===== config.mk =====
export PLATFORM = sky130hd
export DESIGN_NAME = output_frame_sequencer_flat
export DESIGN_NICKNAME = d
export VERILOG_FILES = /design/src/rtl/output_frame_sequencer_pkg.sv /design/src/rtl/output_frame_sequencer_if.sv /design/src/rtl/output_frame_sequencer_sample_fifo.sv /design/src/rtl/output_frame_sequencer.sv /design/src/flat_wrapper.sv
export SDC_FILE = /design/constraint.sdc
export NUM_CORES = 1
export LEC_CHECK = 0
export CAP_MARGIN = 30
export CORE_MARGIN = 2
export CORE_UTILIZATION = 62
export DETAILED_ROUTE_END_ITERATION = 10
export PLACE_DENSITY_LB_ADDON = 0.15
export SETUP_SLACK_MARGIN = 0.3
export SYNTH_ARGS = -nofsm -noshare
export SYNTH_HDL_FRONTEND = slang
export SYNTH_SLANG_ARGS = --single-unit

===== constraint.sdc =====
create_clock -name clk -period 6.4 [get_ports clk]
set_input_delay 0.64 -clock clk [delete_from_list [all_inputs] [get_ports clk]]
set_output_delay 0.64 -clock clk [all_outputs]
set_load 0.03 [all_outputs]

===== src/rtl/output_frame_sequencer_pkg.sv =====
// Shared types and constants for the output frame sequencer and its sample FIFO.
package output_frame_sequencer_pkg;

  localparam int unsigned CHUNKS    = 6;
  localparam int unsigned LANE_W    = 2;
  localparam int unsigned SAMPLE_W  = 12;
  localparam int unsigned LATCH_OFS = 7;

  typedef enum logic [2:0] {StIdle, StPrime, StLoad, StLatch, StShowX, StShowY} state_e;

  typedef struct packed {
    logic                is;
    logic [SAMPLE_W-1:0] x;
    logic [SAMPLE_W-1:0] y;
  } sample_t;

endpackage


===== src/rtl/output_frame_sequencer_if.sv =====
// Sample stream from the NCO core into the output frame sequencer.
interface output_frame_sequencer_if;
  import output_frame_sequencer_pkg::*;

  logic                s_valid;
  logic                s_ready;
  logic [SAMPLE_W-1:0] s_x;
  logic [SAMPLE_W-1:0] s_y;
  logic                s_is;

  modport master (output s_valid, s_x, s_y, s_is, input s_ready);
  modport slave  (input s_valid, s_x, s_y, s_is, output s_ready);

endinterface


===== src/rtl/output_frame_sequencer_sample_fifo.sv =====
// Synchronous sample FIFO; ready is registered and equals !full, so a full FIFO never
// accepts a push even when a pop happens in the same cycle.
module output_frame_sequencer_sample_fifo
  import output_frame_sequencer_pkg::*;
#(
  parameter int unsigned DEPTH = 4
) (
  input  logic    clk,
  input  logic    rst_n,
  input  logic    push,
  input  logic    pop,
  input  sample_t wdata,
  output sample_t rdata,
  output logic    empty,
  output logic    ready
);

  localparam int unsigned AW      = (DEPTH > 1) ? $clog2(DEPTH) : 1;
  localparam logic [AW:0] FullCnt = (AW + 1)'(DEPTH);

  sample_t       mem_q [DEPTH];
  logic [AW-1:0] wptr_q, rptr_q;
  logic [AW:0]   cnt_q, cnt_d;
  logic          push_ok, pop_ok;

  assign push_ok = push && ready;
  assign pop_ok  = pop && !empty;
  assign empty   = (cnt_q == '0);
  assign rdata   = mem_q[rptr_q];

  always_comb begin
    cnt_d = cnt_q;
    if (push_ok && !pop_ok) begin
      cnt_d = cnt_q + 1'b1;
    end else if (!push_ok && pop_ok) begin
      cnt_d = cnt_q - 1'b1;
    end
  end

  always_ff @(posedge clk) begin
    if (push_ok) begin
      mem_q[wptr_q] <= wdata;
    end
  end

  always_ff @(posedge clk) begin
    if (!rst_n) begin
      wptr_q <= '0;
      rptr_q <= '0;
      cnt_q  <= '0;
      ready  <= 1'b0;
    end else begin
      if (push_ok) wptr_q <= wptr_q + 1'b1;
      if (pop_ok)  rptr_q <= rptr_q + 1'b1;
      cnt_q <= cnt_d;
      ready <= (cnt_d != FullCnt);
    end
  end

endmodule


===== src/rtl/output_frame_sequencer.sv =====
// Serializes buffered X/Y samples onto the 2-bit terminal lanes, inserting priming frames
// whenever the terminal's latched IS must change, then time-shares Dout between X and Y.
module output_frame_sequencer
  import output_frame_sequencer_pkg::*;
#(
  parameter int unsigned DEPTH = 4,
  parameter int unsigned HOLD  = 4
) (
  input  logic                     clk,
  input  logic                     rst_n,
  output_frame_sequencer_if.slave  s,
  input  logic                     cfg_sign,
  output logic [LANE_W-1:0]        xin,
  output logic [LANE_W-1:0]        yin,
  output logic                     rdy,
  input  logic                     vld,
  output logic                     is_out,
  output logic                     sel_xy,
  output logic                     sel_sign,
  output logic                     disp_valid,
  output logic                     err
);

  localparam int unsigned CntMax      = (HOLD > LATCH_OFS) ? HOLD : LATCH_OFS;
  localparam int unsigned CntW        = $clog2(CntMax + 1);
  localparam logic [3:0]  BlankCycles = 4'd9;

  state_e              st_q, st_d, start_st;
  logic [CntW-1:0]     cnt_q, cnt_d;
  logic [SAMPLE_W-1:0] xsh_q, xsh_d, ysh_q, ysh_d;
  logic                frame_is_q, frame_is_d, prime_q, prime_d;
  logic                trk_v_q, trk_v_d, trk_q, trk_d;
  logic [3:0]          blank_q, blank_d;
  logic [LANE_W-1:0]   xin_d, yin_d;
  logic                rdy_d, is_out_d, sel_xy_d, sel_sign_d, disp_valid_d, err_d;
  logic                empty, pop, head_prime;
  sample_t             head, wdata;

  assign wdata = '{is: s.s_is, x: s.s_x, y: s.s_y};

  output_frame_sequencer_sample_fifo #(
    .DEPTH (DEPTH)
  ) u_fifo (
    .clk   (clk),
    .rst_n (rst_n),
    .push  (s.s_valid),
    .pop   (pop),
    .wdata (wdata),
    .rdata (head),
    .empty (empty),
    .ready (s.s_ready)
  );

  // The terminal applies the IS latched one frame earlier, so an unknown or differing
  // latched value needs a priming frame first.
  assign head_prime = !trk_v_q || (trk_q != head.is);
  assign start_st   = head_prime ? StPrime : StLoad;

  always_comb begin
    st_d       = st_q;
    cnt_d      = cnt_q + 1'b1;
    xsh_d      = xsh_q;
    ysh_d      = ysh_q;
    frame_is_d = frame_is_q;
    prime_d    = prime_q;
    trk_v_d    = trk_v_q;
    trk_d      = trk_q;
    xin_d      = '0;
    yin_d      = '0;
    is_out_d   = is_out;
    pop        = 1'b0;

    unique case (st_q)
      StIdle: begin
        cnt_d = '0;
        if (!empty) st_d = start_st;
      end
      StPrime, StLoad: begin
        if (cnt_q == '0) frame_is_d = head.is;
        if (st_q == StLoad) begin
          if (cnt_q == '0) begin
            pop   = 1'b1;
            xin_d = head.x[LANE_W-1:0];
            yin_d = head.y[LANE_W-1:0];
            xsh_d = head.x >> LANE_W;
            ysh_d = head.y >> LANE_W;
          end else if (cnt_q < CntW'(CHUNKS)) begin
            xin_d = xsh_q[LANE_W-1:0];
            yin_d = ysh_q[LANE_W-1:0];
            xsh_d = xsh_q >> LANE_W;
            ysh_d = ysh_q >> LANE_W;
          end
        end
        if (cnt_q == CntW'(LATCH_OFS - 1)) begin
          st_d     = StLatch;
          cnt_d    = '0;
          is_out_d = frame_is_q;
        end
      end
      StLatch: begin
        cnt_d   = '0;
        trk_v_d = 1'b1;
        trk_d   = frame_is_q;
        st_d    = prime_q ? StLoad : StShowX;
      end
      StShowX: begin
        if (cnt_q == CntW'(HOLD - 1)) begin
          st_d  = StShowY;
          cnt_d = '0;
        end
      end
      StShowY: begin
        if (cnt_q == CntW'(HOLD - 1)) begin
          cnt_d = '0;
          st_d  = empty ? StIdle : start_st;
        end
      end
      default: begin
        st_d  = StIdle;
        cnt_d = '0;
      end
    endcase

    rdy_d = ((st_d == StPrime) || (st_d == StLoad)) && (st_d != st_q);
    if (rdy_d) prime_d = (st_d == StPrime);
    sel_sign_d   = rdy_d ? cfg_sign : sel_sign;
    sel_xy_d     = (st_d != StShowY);
    disp_valid_d = (st_d == StShowX) || (st_d == StShowY);

    // Vld is expected exactly in LATCH once the post-reset blanking window has expired.
    err_d   = err || ((blank_q == '0) && ((st_q == StLatch) != vld));
    blank_d = (blank_q == '0) ? '0 : blank_q - 1'b1;
  end

  always_ff @(posedge clk) begin
    if (!rst_n) begin
      st_q       <= StIdle;
      cnt_q      <= '0;
      xsh_q      <= '0;
      ysh_q      <= '0;
      frame_is_q <= 1'b0;
      prime_q    <= 1'b0;
      trk_v_q    <= 1'b0;
      trk_q      <= 1'b0;
      blank_q    <= BlankCycles;
      xin        <= '0;
      yin        <= '0;
      rdy        <= 1'b0;
      is_out     <= 1'b0;
      sel_xy     <= 1'b1;
      sel_sign   <= 1'b0;
      disp_valid <= 1'b0;
      err        <= 1'b0;
    end else begin
      st_q       <= st_d;
      cnt_q      <= cnt_d;
      xsh_q      <= xsh_d;
      ysh_q      <= ysh_d;
      frame_is_q <= frame_is_d;
      prime_q    <= prime_d;
      trk_v_q    <= trk_v_d;
      trk_q      <= trk_d;
      blank_q    <= blank_d;
      xin        <= xin_d;
      yin        <= yin_d;
      rdy        <= rdy_d;
      is_out     <= is_out_d;
      sel_xy     <= sel_xy_d;
      sel_sign   <= sel_sign_d;
      disp_valid <= disp_valid_d;
      err        <= err_d;
    end
  end

endmodule


===== src/flat_wrapper.sv =====
// flat-port wrapper written by rule: the top's interface ports become plain ports
module output_frame_sequencer_flat import output_frame_sequencer_pkg::*;
#(
  parameter int unsigned DEPTH = 4,
  parameter int unsigned HOLD  = 4
)
  (clk, rst_n, cfg_sign, xin, yin, rdy, vld, is_out, sel_xy, sel_sign, disp_valid, err, s_s_valid, s_s_x, s_s_y, s_s_is, s_s_ready);
  output_frame_sequencer_if s_i ();
  input  logic clk;
  input  logic rst_n;
  input  logic cfg_sign;
  output logic [LANE_W-1:0] xin;
  output logic [LANE_W-1:0] yin;
  output logic rdy;
  input  logic vld;
  output logic is_out;
  output logic sel_xy;
  output logic sel_sign;
  output logic disp_valid;
  output logic err;
  input wire logic [$bits(s_i.s_valid)-1:0] s_s_valid;
  input wire logic [$bits(s_i.s_x)-1:0] s_s_x;
  input wire logic [$bits(s_i.s_y)-1:0] s_s_y;
  input wire logic [$bits(s_i.s_is)-1:0] s_s_is;
  output wire logic [$bits(s_i.s_ready)-1:0] s_s_ready;
  assign s_i.s_valid = s_s_valid;
  assign s_i.s_x = s_s_x;
  assign s_i.s_y = s_s_y;
  assign s_i.s_is = s_s_is;
  assign s_s_ready = s_i.s_ready;
  output_frame_sequencer #(.DEPTH(DEPTH), .HOLD(HOLD)) u_core (.clk(clk), .rst_n(rst_n), .s(s_i), .cfg_sign(cfg_sign), .xin(xin), .yin(yin), .rdy(rdy), .vld(vld), .is_out(is_out), .sel_xy(sel_xy), .sel_sign(sel_sign), .disp_valid(disp_valid), .err(err));
endmodule

==> results of run 1 <==
==> area by class of cell <==
| class | count | area (um^2) | share of cell area |
|---|---|---|---|
| flip-flops and latches | 154 | 4090 | 0.564 |
| clock inverters | 11 | 75.1 | 0.0104 |
| multi-input cells | 225 | 1940 | 0.267 |
| inverters | 16 | 60.1 | 0.00830 |
| well taps | 133 | 166 | 0.0230 |
| repair buffers | 49 | 488 | 0.0674 |
| clock buffers | 21 | 429 | 0.0593 |
==> sequential cells by signal (all words and copies together), names as in the netlist, named ones only <==
signal	count
u_core.sel_xy	1
u_core.trk_q	1
u_core.frame_is_q	1
u_core.u_fifo.cnt_q	3
u_core.trk_v_q	1
u_core.u_fifo.mem_q	100
u_core.u_fifo.wptr_q	2
u_core.disp_valid	1
u_core.xsh_q	10
u_core.blank_q	4
u_core.err	1
u_core.sel_sign	1
u_core.ysh_q	10
u_core.u_fifo.rptr_q	2
u_core.xin	2
u_core.cnt_q	3
u_core.rdy	1
u_core.st_q	3
u_core.is_out	1
u_core.yin	2
u_core.u_fifo.ready	1
u_core.prime_q	1
==> synth_stat cells, types with 2 or more instances <==
cell	n
a221oi_1	2
a21oi_1	11
a2bb2oi_1	2
ha_1	13
edfxtp_1	100
nor3_1	2
dfxtp_1	54
and3_1	5
nor2b_1	5
a211oi_1	19
buf_1	3
buf_2	4
nor2_1	44
inv_1	16
nand3b_1	3
xnor2_1	5
a22oi_1	8
and2_1	4
mux4_2	24
nand3_1	6
xor2_1	2
o21ai_0	5
nand2_1	17
mux2i_1	28
nand2b_1	5
clkbuf_1	12
==> metrics by stage <==
step	setup slack (ps)	hold slack (ps)	power [mW]	util
after floorplan	4190	417	1.24	-
after global placement	3970	435	1.30	0.692
after detailed placement	4050	439	1.31	0.695
after CTS	4040	453	2.14	0.748
after global routing	3890	475	2.21	0.748
final	4040	452	2.13	0.748
==> worst reg2reg max path, delay by kind of cell (launching register included) <==
family | cells | cell delay [ps]
AOI/OAI and AO/OA | 1 | 260
buffers and inverters | 1 | 90
and+or+nand+nor | 4 | 1210
adders and majority gates | 1 | 190
DFF | 1 | 340
muxes | 1 | 200
==> cells by family after synthesis <==
kind of cell | synth area share
adders and majority gates | 0.0281
muxes | 0.135
DFF | 0.665
buffers and inverters | 0.0222
and+or+nand+nor | 0.0799
AOI/OAI and AO/OA | 0.0593
xor gates and xnor gates | 0.00998
==> worst paths after layout <==
check	from	endpoint	slack, ps	cells past startpoint
max	u_core.u_fifo.cnt_q[0]	u_core.sel_sign	4040	8
min	u_core.cnt_q[0]	u_core.cnt_q[0]	450	1
max reg2reg	u_core.u_fifo.cnt_q[0]	u_core.sel_sign	4040	8
min reg2reg	u_core.cnt_q[0]	u_core.cnt_q[0]	450	1
==> layer usage <==
metal,global-route usage,part of all wire
met5,0,0
met3,0.0699,0.050
met4,0.0956,0.021
met1,0.282,0.43
met2,0.362,0.50
==> power by group <==
part | switching, mW | total [mW] | internal (mW)
Clock | 0.367 | 0.842 | 0.474
Combinational | 0.0951 | 0.181 | 0.0857
Sequential | 0.0169 | 1.11 | 1.09
==> flow_summary.yaml, run 1 <==
cells_and_area:
  n_fill_cell: 612
  area.growth.synth_to_final_pct: 17.9
  fin_nets: 506
  post_layout_nonfiller_instances: 609
  final_layout_size_suffix_gt1_frac: 0.147
  stdcell_area_um2: 7240
  most-common-layout-cells: "edfxtp_1, dfxtp_1, nor2_1"
  layout.cells.most_common: "edfxtp_1"
  diodes: 0
grt:
  track_usage: 0.224
  grt_max_degree: 30
  grt_pass1_vias: 3531
  grt_pass1_wl_um: 18000
  antenna_found_initial: 0
  overflow: 0
floorplan:
  core_region_area_um2: 9680
  fp.dieArea_um2: 10700
  fp-row-count: 36
  die_w_um: 104
  num_io_pins: 41
  initial_core_util: 0.634
  die_h_um: 104
run:
  cap_violations: 0
synthesis:
  syn_avg_cell_area_um2: 14.8
  syn_nets: 457
  synth_area_leaders: "edfxtp_1, dfxtp_1, mux4_2"
  synth_seq_cells: 154
  ys_types: 41
  synth_edf_count: 100
  yosysSeqAreaShare: 0.665
  yosysTopAreaCellShare: 0.489
  yosysTopAreaCell: "edfxtp_1"
  synth-main-ff-cell: "edfxtp_1"
  ys_warn_count: 0
  postSynthCellCount: 414
  synthArstFlopShare: 0
  syn_area_um2: 6140
power_and_ir_drop:
  total_leakage_power_nw: 2.54
  peakVddDrop_mv: 0.251
  power_density_nw_per_um2: 294
timing:
  max_freq_mhz: 423
  tns_ps: 0
  rsz0062_at_grt: "no"
  min_period_ps: 2360
  worst_pin_slew_ps: 645
  fin_worst_skew_ps: 5.62
  finalHoldViolCount: 0
  maxSlewHeadroom: 0.565
  final-max-slew-violation-count: 0
  report.final.setup_viol: 0
  period_share: 0.369
detailed_routing:
  detail_route.wl_per_cell_um: 18.1
  drt_iter0_drc: 217
  drc: 0
  firstDrtPassIters: 4
  via_per_inst: 5.69
  vias: 3464
  final_antenna_net_count: 0
  drt_wl_total_um: 11000
clock_tree:
  htree_levels: 4
  clockBufferDepth: 2
  clk_latency_ps: 530
  clk_pin_slew_ps: 60
  postCtsHoldBufs: 0
  numCtsBuffers: 17
  cts_root_buf: "clkbuf_8"
  post_cts_buffers: 0
  cts.sinks: 154
  cts_resized: 0
  cts_tree: "built"
hold_path:
  hold_class: "flip-flop to flip-flop"
status:
  status: "complete, no violations"
place:
  gp_congestion: 0.807
  placedInstanceArea_um2: 6740
  dp_cells: 577
  dp_hpwl_um: 6930
  portBuffers: 40
critical_path:
  arrival_ps: 2820
  worstPathMaxFanout: 5
  slowest_stage: "or4_1"
  start_kind: "flip-flop"
  crit_path_cell_trace: "inv_1, ha_1, nor2b_1, or4_1, or3_4, and2_4, a211oi_2, mux2i_1"
  critPathCaptureType: "flip-flop"
  cpLargestDelayFamily: "simple AND/OR/NAND/NOR gates"
  cp_data_required_time_ps: 6860
  max_stage_delay_ps: 520
  crit_type: "flip-flop to flip-flop"
  cp.buffers_inverters: 1
Note: power is estimated with default switching activity, not from simulation.
==> run 2, diff against run 1 <==
--- a/config.mk
+++ b/config.mk
@@ -7,7 +7,7 @@
 export LEC_CHECK = 0
 export CAP_MARGIN = 30
 export CORE_MARGIN = 2
-export CORE_UTILIZATION = 62
+export CORE_UTILIZATION = 53
 export DETAILED_ROUTE_END_ITERATION = 10
 export PLACE_DENSITY_LB_ADDON = 0.15
 export SETUP_SLACK_MARGIN = 0.3
==> constraint.sdc (replaced) <==
create_clock -name clk -period 2 [get_ports clk]
set_input_delay 0.2 -clock clk [delete_from_list [all_inputs] [get_ports clk]]
set_output_delay 0.2 -clock clk [all_outputs]
set_load 0.03 [all_outputs]
==> run 2 against run 1 <==
Compared with the run above:
- the run now ends with negative setup slack left
- critical endpoint unchanged
- worst hold slack got worse by 110 ps
- via count increased by 4.0%
- clock skew increased by 2.4 ps
- power increased to 3.5 times the previous value
- first-iteration DRC count increased by 7.4%
==> flow_summary.yaml, run 2 (synthesis results as in run 1) <==
detailed_routing:
  firstDrtPassIters: 4
  final_antenna_net_count: 0
  wl_met2_um: 6100
  wl_met1_um: 5350
  detail_route.wl_per_cell_um: 18.5
  drt_iter0_drc: 233
  top_layer: "met4"
  wl_met3_um: 497
  via_per_inst: 5.53
  drt_wl_total_um: 12100
  drc: 0
  vias: 3603
floorplan:
  fp-row-count: 39
  core_region_area_um2: 11400
  fp.dieArea_um2: 12500
  num_io_pins: 41
  die_h_um: 112
  initial_core_util: 0.540
  die_w_um: 112
timing:
  setup_slack_ps: -134
  report.final.setup_viol: 7
  min_period_ps: 2130
  period_share: 1.07
  maxSlewHeadroom: 0.722
  fin_worst_skew_ps: 8.01
  rsz0062_at_grt: "yes"
  finalHoldViolCount: 0
  max_freq_mhz: 469
  worst_pin_slew_ps: 416
  final-max-slew-violation-count: 0
cells_and_area:
  largest_reg_flops: 100
  fin_nets: 539
  n_fill_cell: 786
  diodes: 0
  largest-register: "u_core.u_fifo.mem_q"
  final_layout_size_suffix_gt1_frac: 0.267
  reg_top3: "u_core.u_fifo.mem_q (100), u_core.xsh_q (10), u_core.ysh_q (10)"
  final_util: 0.692
  most-common-layout-cells: "edfxtp_1, dfxtp_1, nor2_1"
  area.growth.synth_to_final_pct: 28.2
  stdcell_area_um2: 7870
  layout.cells.most_common: "edfxtp_1"
critical_path:
  r2r_start: "u_core.u_fifo.cnt_q[0]"
  max_stage_delay_ps: 420
  worstPathMaxFanout: 4
  arrival_ps: 2480
  crit_path_cell_trace: "inv_2, ha_4, nor2b_4, or4_1, or3_4, and2_4, a211oi_4, mux2i_1"
  startpoint: "u_core.u_fifo.cnt_q[0]"
  cp_data_required_time_ps: 2340
  start_kind: "flip-flop"
  r2r_slack_ps: -130
  crit_type: "flip-flop to flip-flop"
  critPathCaptureType: "flip-flop"
  slowest_stage: "or3_4"
hold_path:
  hold_class: "input port to flip-flop"
  min_from: "cfg_sign"
clock_tree:
  cts_root_buf: "clkbuf_16"
  clk_latency_ps: 420
  cts_tree: "built"
  clk_pin_slew_ps: 60
  clockBufferDepth: 2
  postCtsHoldBufs: 0
  htree_levels: 4
  cts.sinks: 154
  numCtsBuffers: 17
grt:
  grt_max_degree: 40
  grt_pass1_vias: 3696
  overflow: 0
  antenna_found_initial: 0
  track_usage: 0.201
  grt_pass1_wl_um: 18700
power_and_ir_drop:
  peakVddDrop_mv: 0.808
  power_density_nw_per_um2: 946
  total_leakage_power_nw: 2.82
place:
  portBuffers: 40
  gp_congestion: 0.881
  dp_hpwl_um: 7190
  placedInstanceArea_um2: 7000
  post-place-ws_ps: -103
status:
  status: "finished, violations left"
  violations: "negative setup slack"
run:
  cap_violations: 0
run 2: changes by cell type in the layout (fill, tap and decap cells not counted), sizes merged:
cell	delta
buf	+32
clkinv	-4
inv	+3
bufinv	+2
clkbuf	-2
clkinvlp	+2
clkdlybuf4s50	-1
dlygate4sd2	+1
run 2: final timing paths:
path	end	depth (start not counted)
worst max-delay path	u_core.sel_sign	8
worst max register to register	u_core.sel_sign	8
worst min register to register	u_core.cnt_q[0]	1
worst min-delay path	u_core.sel_sign	3
run 2: per-stage QoR:
stage | hold WS (ps) | cells | TNS (ps) | total power [mW]
3_3_place_gp | 413 | 607 | -73.9 | 4.27
6_report | 347 | 652 | -450 | 7.45
4_1_cts | 327 | 645 | -225 | 7.43
5_1_grt | 329 | 652 | -1030 | 7.74
3_5_place_dp | 424 | 607 | -264 | 4.29
2_1_floorplan | 299 | 414 | -41.9 | 4.02
run 2: area by class of cell:
| type | count | area (um^2) | area share |
|---|---|---|---|
| tap | 143 | 179 | 0.0227 |
| sequential | 154 | 4090 | 0.520 |
| multi-input combinational | 225 | 2100 | 0.267 |
| clock inverter | 14 | 144 | 0.0183 |
| timing repair buffer | 82 | 866 | 0.110 |
| inverter | 16 | 62.6 | 0.00795 |
| clock buffer | 18 | 429 | 0.0545 |
run 2: routing by layer:
layer  global-route usage  up-vias
li1                     -     1725
met1                0.254     1789
met2                0.331       79
met3               0.0626       10
met4               0.0691        0
met5                    0        -
run 2: report_power, final:
part | internal, mW | total (mW) | switching [mW]
Clock | 1.84 | 3.09 | 1.25
Sequential | 3.48 | 3.53 | 0.0436
Combinational | 0.434 | 0.832 | 0.398
run 2: critical path, delay by kind of cell (launching register included):
family | cells | cell delay (ps)
flip-flops | 1 | 330
buffers and inverters | 1 | 50
multiplexers | 1 | 210
adder cells (fa/ha/maj) | 1 | 140
AND/OR/NAND/NOR | 4 | 1110
AO/OA/AOI/OAI | 1 | 220
run 2: timing repair:
| item | 4_1_cts | 5_1_grt |
|---|---|---|
| gates cloned | 0 | 1 |
| pin swaps | 9 | 8 |
| buffers inserted | 6 | 6 |
| endpoints found under the setup margin | 21 | 28 |
| resized for setup | 18 | 25 |
==> run 3, diff against run 2 <==
--- a/config.mk
+++ b/config.mk
@@ -6,7 +6,6 @@
 export NUM_CORES = 1
 export LEC_CHECK = 0
 export CAP_MARGIN = 30
-export CORE_MARGIN = 2
 export CORE_UTILIZATION = 53
 export DETAILED_ROUTE_END_ITERATION = 10
 export PLACE_DENSITY_LB_ADDON = 0.15
==> run 3 against run 2 <==
Compared with the run above:
- the flow still finishes with violations (negative setup slack)
- worst hold slack gained 11 ps
- clock power is 3% lower
- sequential cell count is the same
- critical path depth unchanged
- power is 1.0% lower
- utilization is 0.88 points higher
- die area is 3.6% lower
==> flow_summary.yaml, run 3 (synthesis results as in run 1) <==
critical_path:
  max_stage_delay_ps: 390
  cp.buffers_inverters: 1
  crit_type: "flip-flop to flip-flop"
  crit_path_cell_trace: "inv_2, ha_4, nor2b_4, or4_1, or3_4, and2_4, a211oi_4, mux2i_1"
  r2r_slack_ps: -80
  r2r-end: "u_core.sel_sign"
  r2r_start: "u_core.u_fifo.cnt_q[0]"
  cp_data_required_time_ps: 2340
  start_kind: "flip-flop"
  cpLargestDelayFamily: "simple AND/OR/NAND/NOR gates"
  critPathCaptureType: "flip-flop"
  r2r_cells: 8
  worstPathMaxFanout: 4
  arrival_ps: 2430
  slowest_stage: "or4_1"
floorplan:
  num_io_pins: 41
  fp-row-count: 38
  fp.dieArea_um2: 12000
  die_h_um: 110
  core_region_area_um2: 11100
  initial_core_util: 0.554
  die_w_um: 110
grt:
  track_usage: 0.210
  antenna_found_initial: 0
  grt_pass1_vias: 3646
  grt_max_degree: 34
  grt_pass1_wl_um: 17900
  overflow: 0
cells_and_area:
  final_util: 0.701
  diodes: 0
  final_layout_size_suffix_gt1_frac: 0.254
  reg_top3: "u_core.u_fifo.mem_q (100), u_core.xsh_q (10), u_core.ysh_q (10)"
  fin_nets: 538
  largest_reg_flops: 100
  layout.cells.most_common: "edfxtp_1"
  largest-register: "u_core.u_fifo.mem_q"
  post_layout_nonfiller_instances: 648
  most-common-layout-cells: "edfxtp_1, dfxtp_1, nor2_1"
  stdcell_area_um2: 7770
  area.growth.synth_to_final_pct: 26.5
  n_fill_cell: 757
place:
  placedInstanceArea_um2: 6990
  dp_cells: 603
  post-place-ws_ps: -96.7
  gp_congestion: 0.842
  portBuffers: 40
  dp_hpwl_um: 7260
status:
  violations: "negative setup slack"
  status: "finished, violations left"
timing:
  rsz0062_at_grt: "yes"
  setup_slack_ps: -84.4
  worst_pin_slew_ps: 546
  maxSlewHeadroom: 0.636
  report.final.setup_viol: 4
  tns_ps: -284
  max_freq_mhz: 480
  min_period_ps: 2080
  finalHoldViolCount: 0
  fin_worst_skew_ps: 8.80
  final-max-slew-violation-count: 0
  period_share: 1.04
clock_tree:
  clockBufferDepth: 2
  numCtsBuffers: 17
  cts_root_buf: "clkbuf_16"
  cts_tree: "built"
  clk_latency_ps: 420
  clk_pin_slew_ps: 60
  cts.sinks: 154
  htree_levels: 4
  postCtsHoldBufs: 0
detailed_routing:
  firstDrtPassIters: 4
  detail_route.wl_per_cell_um: 17.8
  drt_iter0_drc: 163
  drt_wl_total_um: 11500
  vias: 3542
  drc: 0
  final_antenna_net_count: 0
  via_per_inst: 5.47
hold_path:
  min_from: "cfg_sign"
  holdPathEnd: "u_core.sel_sign"
  hold_path_depth: 3
  hold_class: "input port to flip-flop"
power_and_ir_drop:
  peakVddDrop_mv: 0.853
  power_density_nw_per_um2: 949
  total_leakage_power_nw: 2.78
run:
  cap_violations: 0
-- run 3: cell types whose count changed in the layout (fill, tap and decap cells not counted), moves of 3 or more --
cell and delta:
buf_6 -4, inv_6 -3, buf_4 +4, clkbuf_1 +3
-- run 3: how the worst max path moves through the flow --
stage / startpoint / endpoint / slack (ps) / cells after the start
2_1_floorplan: u_core.u_fifo.cnt_q[1] / u_core.sel_sign / -40 / 8
3_3_place_gp: u_core.u_fifo.cnt_q[0] / u_core.sel_sign / -50 / 8
3_5_place_dp: u_core.u_fifo.cnt_q[0] / u_core.sel_sign / -100 / 8
4_1_cts: u_core.u_fifo.cnt_q[0] / u_core.sel_sign / -80 / 8
5_1_grt: u_core.u_fifo.cnt_q[1] / u_core.sel_sign / -190 / 8
6_report: u_core.u_fifo.cnt_q[0] / u_core.sel_sign / -80 / 8
-- run 3: timing repair --
action	CTS	global route
setup buffers	6	7
endpoints found under the setup margin	18	20
pin swaps	9	7
resized for setup	10	20
-- run 3: final cells by class --
| class | count | area (um^2) | share of cell area |
|---|---|---|---|
| clock buffers | 23 | 479 | 0.0617 |
| inverters | 16 | 60.1 | 0.00773 |
| clock inverters | 9 | 90.1 | 0.0116 |
| repair buffers | 81 | 826 | 0.106 |
| multi-input cells | 225 | 2050 | 0.263 |
| well taps | 140 | 175 | 0.0226 |
| flip-flops and latches | 154 | 4090 | 0.527 |
-- run 3: worst register-to-register path: cells and delay by family, from the launching register on --
family / cells / cell delay [ps]
and+or+nand+nor: 4 / 1030
buffers and inverters: 1 / 50
AOI/OAI and AO/OA: 1 / 250
DFF: 1 / 330
adders and majority gates: 1 / 140
muxes: 1 / 190
-- run 3: routing by layer --
metal  track usage  vias to the layer above  part of all wire
met5             0                        -                 0
met4        0.0705                        0             0.014
met3        0.0587                       13             0.033
met2         0.340                       61              0.49
met1         0.274                     1749              0.47
li1              -                     1719                 -
-- run 3: where the power goes --
part           leakage, nW  internal (mW)  switching (mW)  total [mW]
combinational         1.16          0.448           0.393       0.841
sequential            1.35           3.49          0.0447        3.53
clock                0.273           1.82            1.18        3.00
-- run 3: stage by stage --
step	hold slack, ps	total power, mW
final	358	7.37
after global placement	413	4.27
after CTS	345	7.32
after global routing	392	7.64
after floorplan	299	4.02
after detailed placement	423	4.29
==> RTL change 1 (settings of run 3) <==
Set the package constant `LATCH_OFS` to 8 (it was 7).
--- a/src/rtl/output_frame_sequencer_pkg.sv
+++ b/src/rtl/output_frame_sequencer_pkg.sv
@@ -6,3 +6,3 @@
   localparam int unsigned SAMPLE_W  = 12;
-  localparam int unsigned LATCH_OFS = 7;
+  localparam int unsigned LATCH_OFS = 8;
 
Formal check against the unedited RTL: same outputs for any inputs over 10 cycles, from zero or initial values and one cycle with rst_n low; that may be too few to reach the edited logic, so the function may still have changed.
==> RTL change 1 against run 3 <==
Hold slack improved by 0.0075 ns. Sequential cell count rose by 1. Critical path type unchanged. Critical path depth fell by 2. Final area barely moved. Largest power group unchanged. Worst setup slack improved by 0.16 ns. First-iteration DRC count rose by 37%. Synthesized area rose by 1.6%. Core utilization fell by 2.4 points. Wire length rose by 4.0%. Sequential share of layout area rose by 0.40 points. Critical endpoint is now u_core.prime_q. Clock skew fell by 0.0016 ns. Power barely moved.
==> RTL change 1: results (changes against run 3) <==
* Status: finished clean (was complete, but fails checks)
* Crit path arrival time at 2.26 ns (was 2.43 ns)
* Post-DR vias/cell at 5.64 (was 5.47)
* DR iter-0 viols at 223 (was 163)
* Reg2reg path depth at 6 (was 8)
* Clock latency at the later pin of the worst-skew pair at 0.41 ns
* Min-Delay Endpoint: u_core.sel_sign (unchanged)
* Nets at 538 (unchanged)
* Hold WS at 0.365 ns (was 0.358 ns)
* R2r setup slk at 0.08 ns (was -0.08 ns)
* CTS H-tree lvls at 4 (unchanged)
* First-pass GRT wire length at 19.6 mm (was 17.9 mm)
* Synth unique cells at 47 (was 41)
* Placer congestion estimate at 0.842 (about the same)
* Syn avg cell area at 14.4 sq um (was 14.8 sq um)
* Share of cells above drive strength 1 at 23.1% (was 25.4%)
* WL per Instance at 18.3 microns (was 17.8 microns)
* LEAKAGE at 2.73 nW (was 2.78 nW)
* Clk buf depth at 2 (unchanged)
* Area contributors post-synth: edfxtp_1 48%, dfxtp_1 18%, mux4_2 8.7% (was edfxtp_1 49%, dfxtp_1 18%, mux4_2 8.8%)
* Depth of the worst hold-timing path at 3 (unchanged)
* Worst R2R End: u_core.prime_q (was u_core.sel_sign)
* Placed cells at 612 (was 603)
* Clock root cell: clkbuf_16 (unchanged)
* Crit Path Max Fanout at 4 (unchanged)
* DR vias at 3690 (was 3542)
* Number of global-route vias before repair at 3764 (was 3646)
* Seq/Total Area, Yosys at 65.8% (was 66.5%)
* Ys async rst share at 0% (unchanged)
* CTS buffer count at 17 (unchanged)
* Worst IR drop on VDD at 0.00121 V (was 0.000853 V)
* Worst Tran Pin Value at 0.457 ns (was 0.546 ns)
* Antenna diodes at 0 (unchanged)
* Drt pass-1 iters at 4 (unchanged)
* Ys Warns at 0 (unchanged)
* Reg clk slew, reported paths at 0.06 ns (about the same)
* EDFF count, synth at 100 (unchanged)
* Number of fill cells in the layout at 798 (was 757)
* Slowest CP cell: dfxtp_4 (was or4_1)
* Largest net degree at the start of global routing at 45 (was 34)
* Top cells by count, synth: 100 x edfxtp_1, 55 x dfxtp_1, 47 x nor2_1 (was 100 x edfxtp_1, 54 x dfxtp_1, 44 x nor2_1)
* Largest regs: u_core.u_fifo.mem_q x100, u_core.xsh_q x10, u_core.ysh_q x10 (unchanged)
* Sw Ratio at 22.3% (was 21.9%)
* Hpwl dp at 7.33 mm (was 7.26 mm)
* Gr usage total at 21.4% (was 21.0%)
* Initial antenna violation count at 0 (unchanged)
* Crit-path max cell delay at 0.38 ns
* I/O Buffers at 40 (unchanged)
* Worst hold path startpoint: cfg_sign (unchanged)
* Net Count, Synth at 472 (was 457)
* Clock Skew at 0.00719 ns (was 0.00880 ns)
* Hold Path Class: in -> reg (unchanged)
==> RTL change 1: power groups by stage <==
stage	Clock (mW)	Sequential, mW	Combinational (mW)
3_5_place_dp	0	3.62	0.614
3_3_place_gp	0	3.62	0.600
6_report	3.16	3.56	0.654
2_1_floorplan	0	3.63	0.380
4_1_cts	3.21	3.55	0.636
5_1_grt	3.35	3.57	0.720
==> RTL change 1: cell type report <==
cell class / count / area (sq um) / area share (%)
Sequential cell: 155 / 4120 / 53.1
Multi-Input combinational cell: 240 / 2080 / 26.8
Timing Repair Buffer: 70 / 733 / 9.44
Clock buffer: 19 / 453 / 5.83
Tap cell: 143 / 179 / 2.30
Clock inverter: 13 / 139 / 1.79
Inverter: 14 / 55.1 / 0.709
==> RTL change 1: routing by layer <==
metal  routed length, microns  GRT usage (%)  vias up  part of all wire (%)
li1                         -              -     1755                     -
met1                     5040           25.9     1850                    42
met2                     6340           36.3       67                    53
met3                      379           6.04       18                   3.2
met4                      204           8.44        0                   1.7
met5                        0              0        -                     0
==> RTL change 1: how the worst max path moves through the flow <==
stage | startpoint | to | slack (ns) | depth (start not counted)
floorplan | flop | u_core.prime_q | 0.15 | 7
global placement | u_core.cnt_q[1] | u_core.prime_q | 0.09 | 7
detailed placement | u_core.cnt_q[1] | u_core.prime_q | 0.03 | 7
CTS | flop | u_core.prime_q | 0.11 | 6
global route | flop | u_core.prime_q | 0.0002 | 6
finish | flop | u_core.prime_q | 0.08 | 6
==> RTL change 1: stage by stage <==
| stage | instance area [sq um] | setup slack, ns | util (%) |
|---|---|---|---|
| finish | 7760 | 0.0802 | 67.7 |
| global route | 7760 | 0.000205 | 67.7 |
| CTS | 7630 | 0.106 | 66.5 |
| detailed placement | 6980 | 0.0300 | 60.9 |
| global placement | 6980 | 0.0903 | 60.9 |
| floorplan | 6280 | 0.147 | - |
==> RTL change 1: critical path: cells and delay by family (launching register included) <==
family	cells	cell delay (ns)
flip-flops	1	0.38
AND/OR/NAND/NOR	1	0.38
AO/OA/AOI/OAI	3	0.56
multiplexers	2	0.51
==> RTL change 1: logic make-up after synthesis <==
group                      synth area share, %
AOI/OAI and AO/OA                         6.78
adders and majority gates                 2.33
and+or+nand+nor                           8.64
DFF                                       65.8
xor gates and xnor gates                  1.40
muxes                                     12.6
buffers and inverters                     2.47
==> RTL change 1: timing repair <==
item                                    CTS  global route
cloned                                    0             1
endpoints found under the setup margin   12            28
gates resized for setup                  13            17
buffers inserted                          3             6
pin swaps                                 2             8
==> RTL change 2 (settings of run 3) <==
Without the edit above. `ysh_q` no longer has a reset.
--- a/src/rtl/output_frame_sequencer.sv
+++ b/src/rtl/output_frame_sequencer.sv
@@ -139,3 +139,2 @@
       xsh_q      <= '0;
-      ysh_q      <= '0;
       frame_is_q <= 1'b0;
@@ -157,3 +156,2 @@
       xsh_q      <= xsh_d;
-      ysh_q      <= ysh_d;
       frame_is_q <= frame_is_d;
@@ -174,2 +172,6 @@
 
+  always_ff @(posedge clk) begin
+    ysh_q <= ysh_d;
+  end
+
 endmodule
Check against the original RTL: same outputs for any inputs over 10 cycles, from zero or initial values and one cycle with rst_n low; that may be too few to reach the edited logic, so the function may still have changed.
==> RTL change 2 against run 3 <==
The flow finishes with violations (DRC). Global-route usage down 0.071 points. Final area rose by 0.89%. Synthesized area grew 0.94%. Worst setup slack better by 0.17 ns. Clock skew increased by 0.00087 ns. Power up 12%. Wire length is 1.1% lower. Sequential cell count did not move. Largest power group unchanged.
==> RTL change 2: results (changes against run 3) <==
* Status: complete, but fails checks (unchanged)
* Failing checks: DRC (was setup timing)
* EDFF count, synth at 110 (was 100)
* Multi-input logic area at 2030 sq um (was 2050 sq um)
* Worst hold path startpoint: cfg_sign (unchanged)
* Area contributors post-synth: edfxtp_1 53%, dfxtp_1 14%, mux4_2 8.7% (was edfxtp_1 49%, dfxtp_1 18%, mux4_2 8.8%)
* Clk buf depth at 2 (unchanged)
* Hpwl dp at 6.57 mm (was 7.26 mm)
* Slowest CP cell: nor3_4 (was or4_1)
* Worst rel slew slack at 72.3% (was 63.6%)
* Crit Path Max Fanout at 8 (was 4)
* First-pass GRT wire length at 18.0 mm (was 17.9 mm)
* Largest net degree at the start of global routing at 32 (was 34)
* DRC at 2 (was 0)
* Nets at 540 (was 538)
* Reg2reg path depth at 10 (was 8)
* Crit path arrival time at 2.22 ns (was 2.43 ns)
* Placed cells at 602 (was 603)
* Net Count, Synth at 464 (was 457)
* Gr usage total at 20.9% (was 21.0%)
* Worst IR drop on VDD at 0.000951 V (was 0.000853 V)
* R2R Path Start: u_core.u_fifo.cnt_q[1] (was u_core.u_fifo.cnt_q[0])
* Top cells by count, synth: 110 x edfxtp_1, 64 x nand2_1, 44 x dfxtp_1 (was 100 x edfxtp_1, 54 x dfxtp_1, 44 x nor2_1)
* Post-synthesis cell count at 421 (was 414)
* Post-Place Cell Area at 6920 sq um (was 6990 sq um)
* Clock Skew at 0.00968 ns (was 0.00880 ns)
* Final non-filler cell total at 653 (was 648)
* Drt pass-1 iters at 7 (was 4)
* WL per Instance at 17.4 microns (was 17.8 microns)
* DR iter-0 viols at 144 (was 163)
* Seq/Total Area, Yosys at 67.5% (was 66.5%)
* Synth unique cells at 50 (was 41)
* R2r setup slk at 0.08 ns (was -0.08 ns)
* DR vias at 3531 (was 3542)
* Placer congestion estimate at 0.813 (was 0.842)
* Number of fill cells in the layout at 799 (was 757)
* LEAKAGE at 2.83 nW (was 2.78 nW)
* Share of cells above drive strength 1 at 25.3% (was 25.4%)
* Number of global-route vias before repair at 3609 (was 3646)
[RTL change 2: changes by cell type after synthesis, moves of 8 or more]
cell	run 3	this run
a211oi_1	19	1
mux2i_1	28	7
nand2_1	17	64
and2_1	4	12
edfxtp_1	100	110
nor2_1	44	10
o211a_1	0	8
dfxtp_1	54	44
[RTL change 2: layout make-up]
type                       count  share of cell area (%)
sequential                   154                    53.7
multi-input combinational    231                    25.9
timing repair buffer          78                    9.77
clock buffer                  19                    5.52
tap                          143                    2.28
clock inverter                13                    2.11
inverter                      15                   0.750
[RTL change 2: what timing repair did]
| item | in CTS | in global routing |
|---|---|---|
| setup endpoints to repair | 35 | 42 |
| setup buffers | 15 | 4 |
| gates resized for setup | 33 | 12 |
| pin swaps | 13 | 6 |
[RTL change 2: how the worst max path moves through the flow]
stage / start / to / slack (ns) / cells after the start
global placement: u_core.u_fifo.cnt_q[1] / u_core.sel_sign / 0.1 / 8
finish: u_core.u_fifo.cnt_q[1] / flop / 0.08 / 10
CTS: u_core.u_fifo.cnt_q[0] / u_core.sel_sign / 0.13 / 8
floorplan: u_core.st_q[2] / u_core.sel_sign / 0.20 / 7
global route: u_core.u_fifo.cnt_q[1] / u_core.sel_sign / -0.002 / 8
detailed placement: u_core.u_fifo.cnt_q[0] / u_core.sel_sign / -0.02 / 8
[RTL change 2: worst max-delay path: cells and delay by family (launching register included)]
kind,cells,cell delay [ns]
xor gates and xnor gates,1,0.12
adders and majority gates,1,0.15
buffers and inverters,4,0.49
DFF,1,0.33
and+or+nand+nor,4,0.73
[RTL change 2: per-layer routing]
metal | vias up | part of all wire [%] | track usage [%] | wire, microns
met3 | 10 | 3.5 | 5.58 | 399
met2 | 66 | 52 | 35.3 | 5870
li1 | 1702 | - | - | -
met1 | 1753 | 43 | 25.4 | 4950
met5 | - | 0 | 0 | 0
met4 | 0 | 1.4 | 9.21 | 156
[RTL change 2: power by group]
| group | internal [mW] | switching [mW] | total, mW |
|---|---|---|---|
| clock network | 1.97 | 1.26 | 3.23 |
| logic | 0.647 | 0.649 | 1.30 |
| registers | 3.65 | 0.0984 | 3.75 |
[RTL change 2: cell families (layout without fill, tap and decap cells)]
| family | Yosys count | count (layout) | share of synthesized area, % |
|---|---|---|---|
| xor+xnor | 10 | 10 | 1.41 |
| compound gates | 46 | 46 | 5.55 |
| fa+ha+maj | 14 | 14 | 2.79 |
| mux | 31 | 31 | 9.85 |
| flops | 154 | 154 | 67.5 |
| simple gates | 130 | 130 | 10.3 |
| buf+inv | 36 | 125 | 2.60 |
[RTL change 2: per-stage QoR]
step           hold WS (ns)  setup WS [ns]
3_5_place_dp          0.466        -0.0187
3_3_place_gp          0.448         0.0996
2_1_floorplan         0.299          0.200
6_report              0.352         0.0845
4_1_cts               0.335          0.126
5_1_grt               0.370       -0.00190
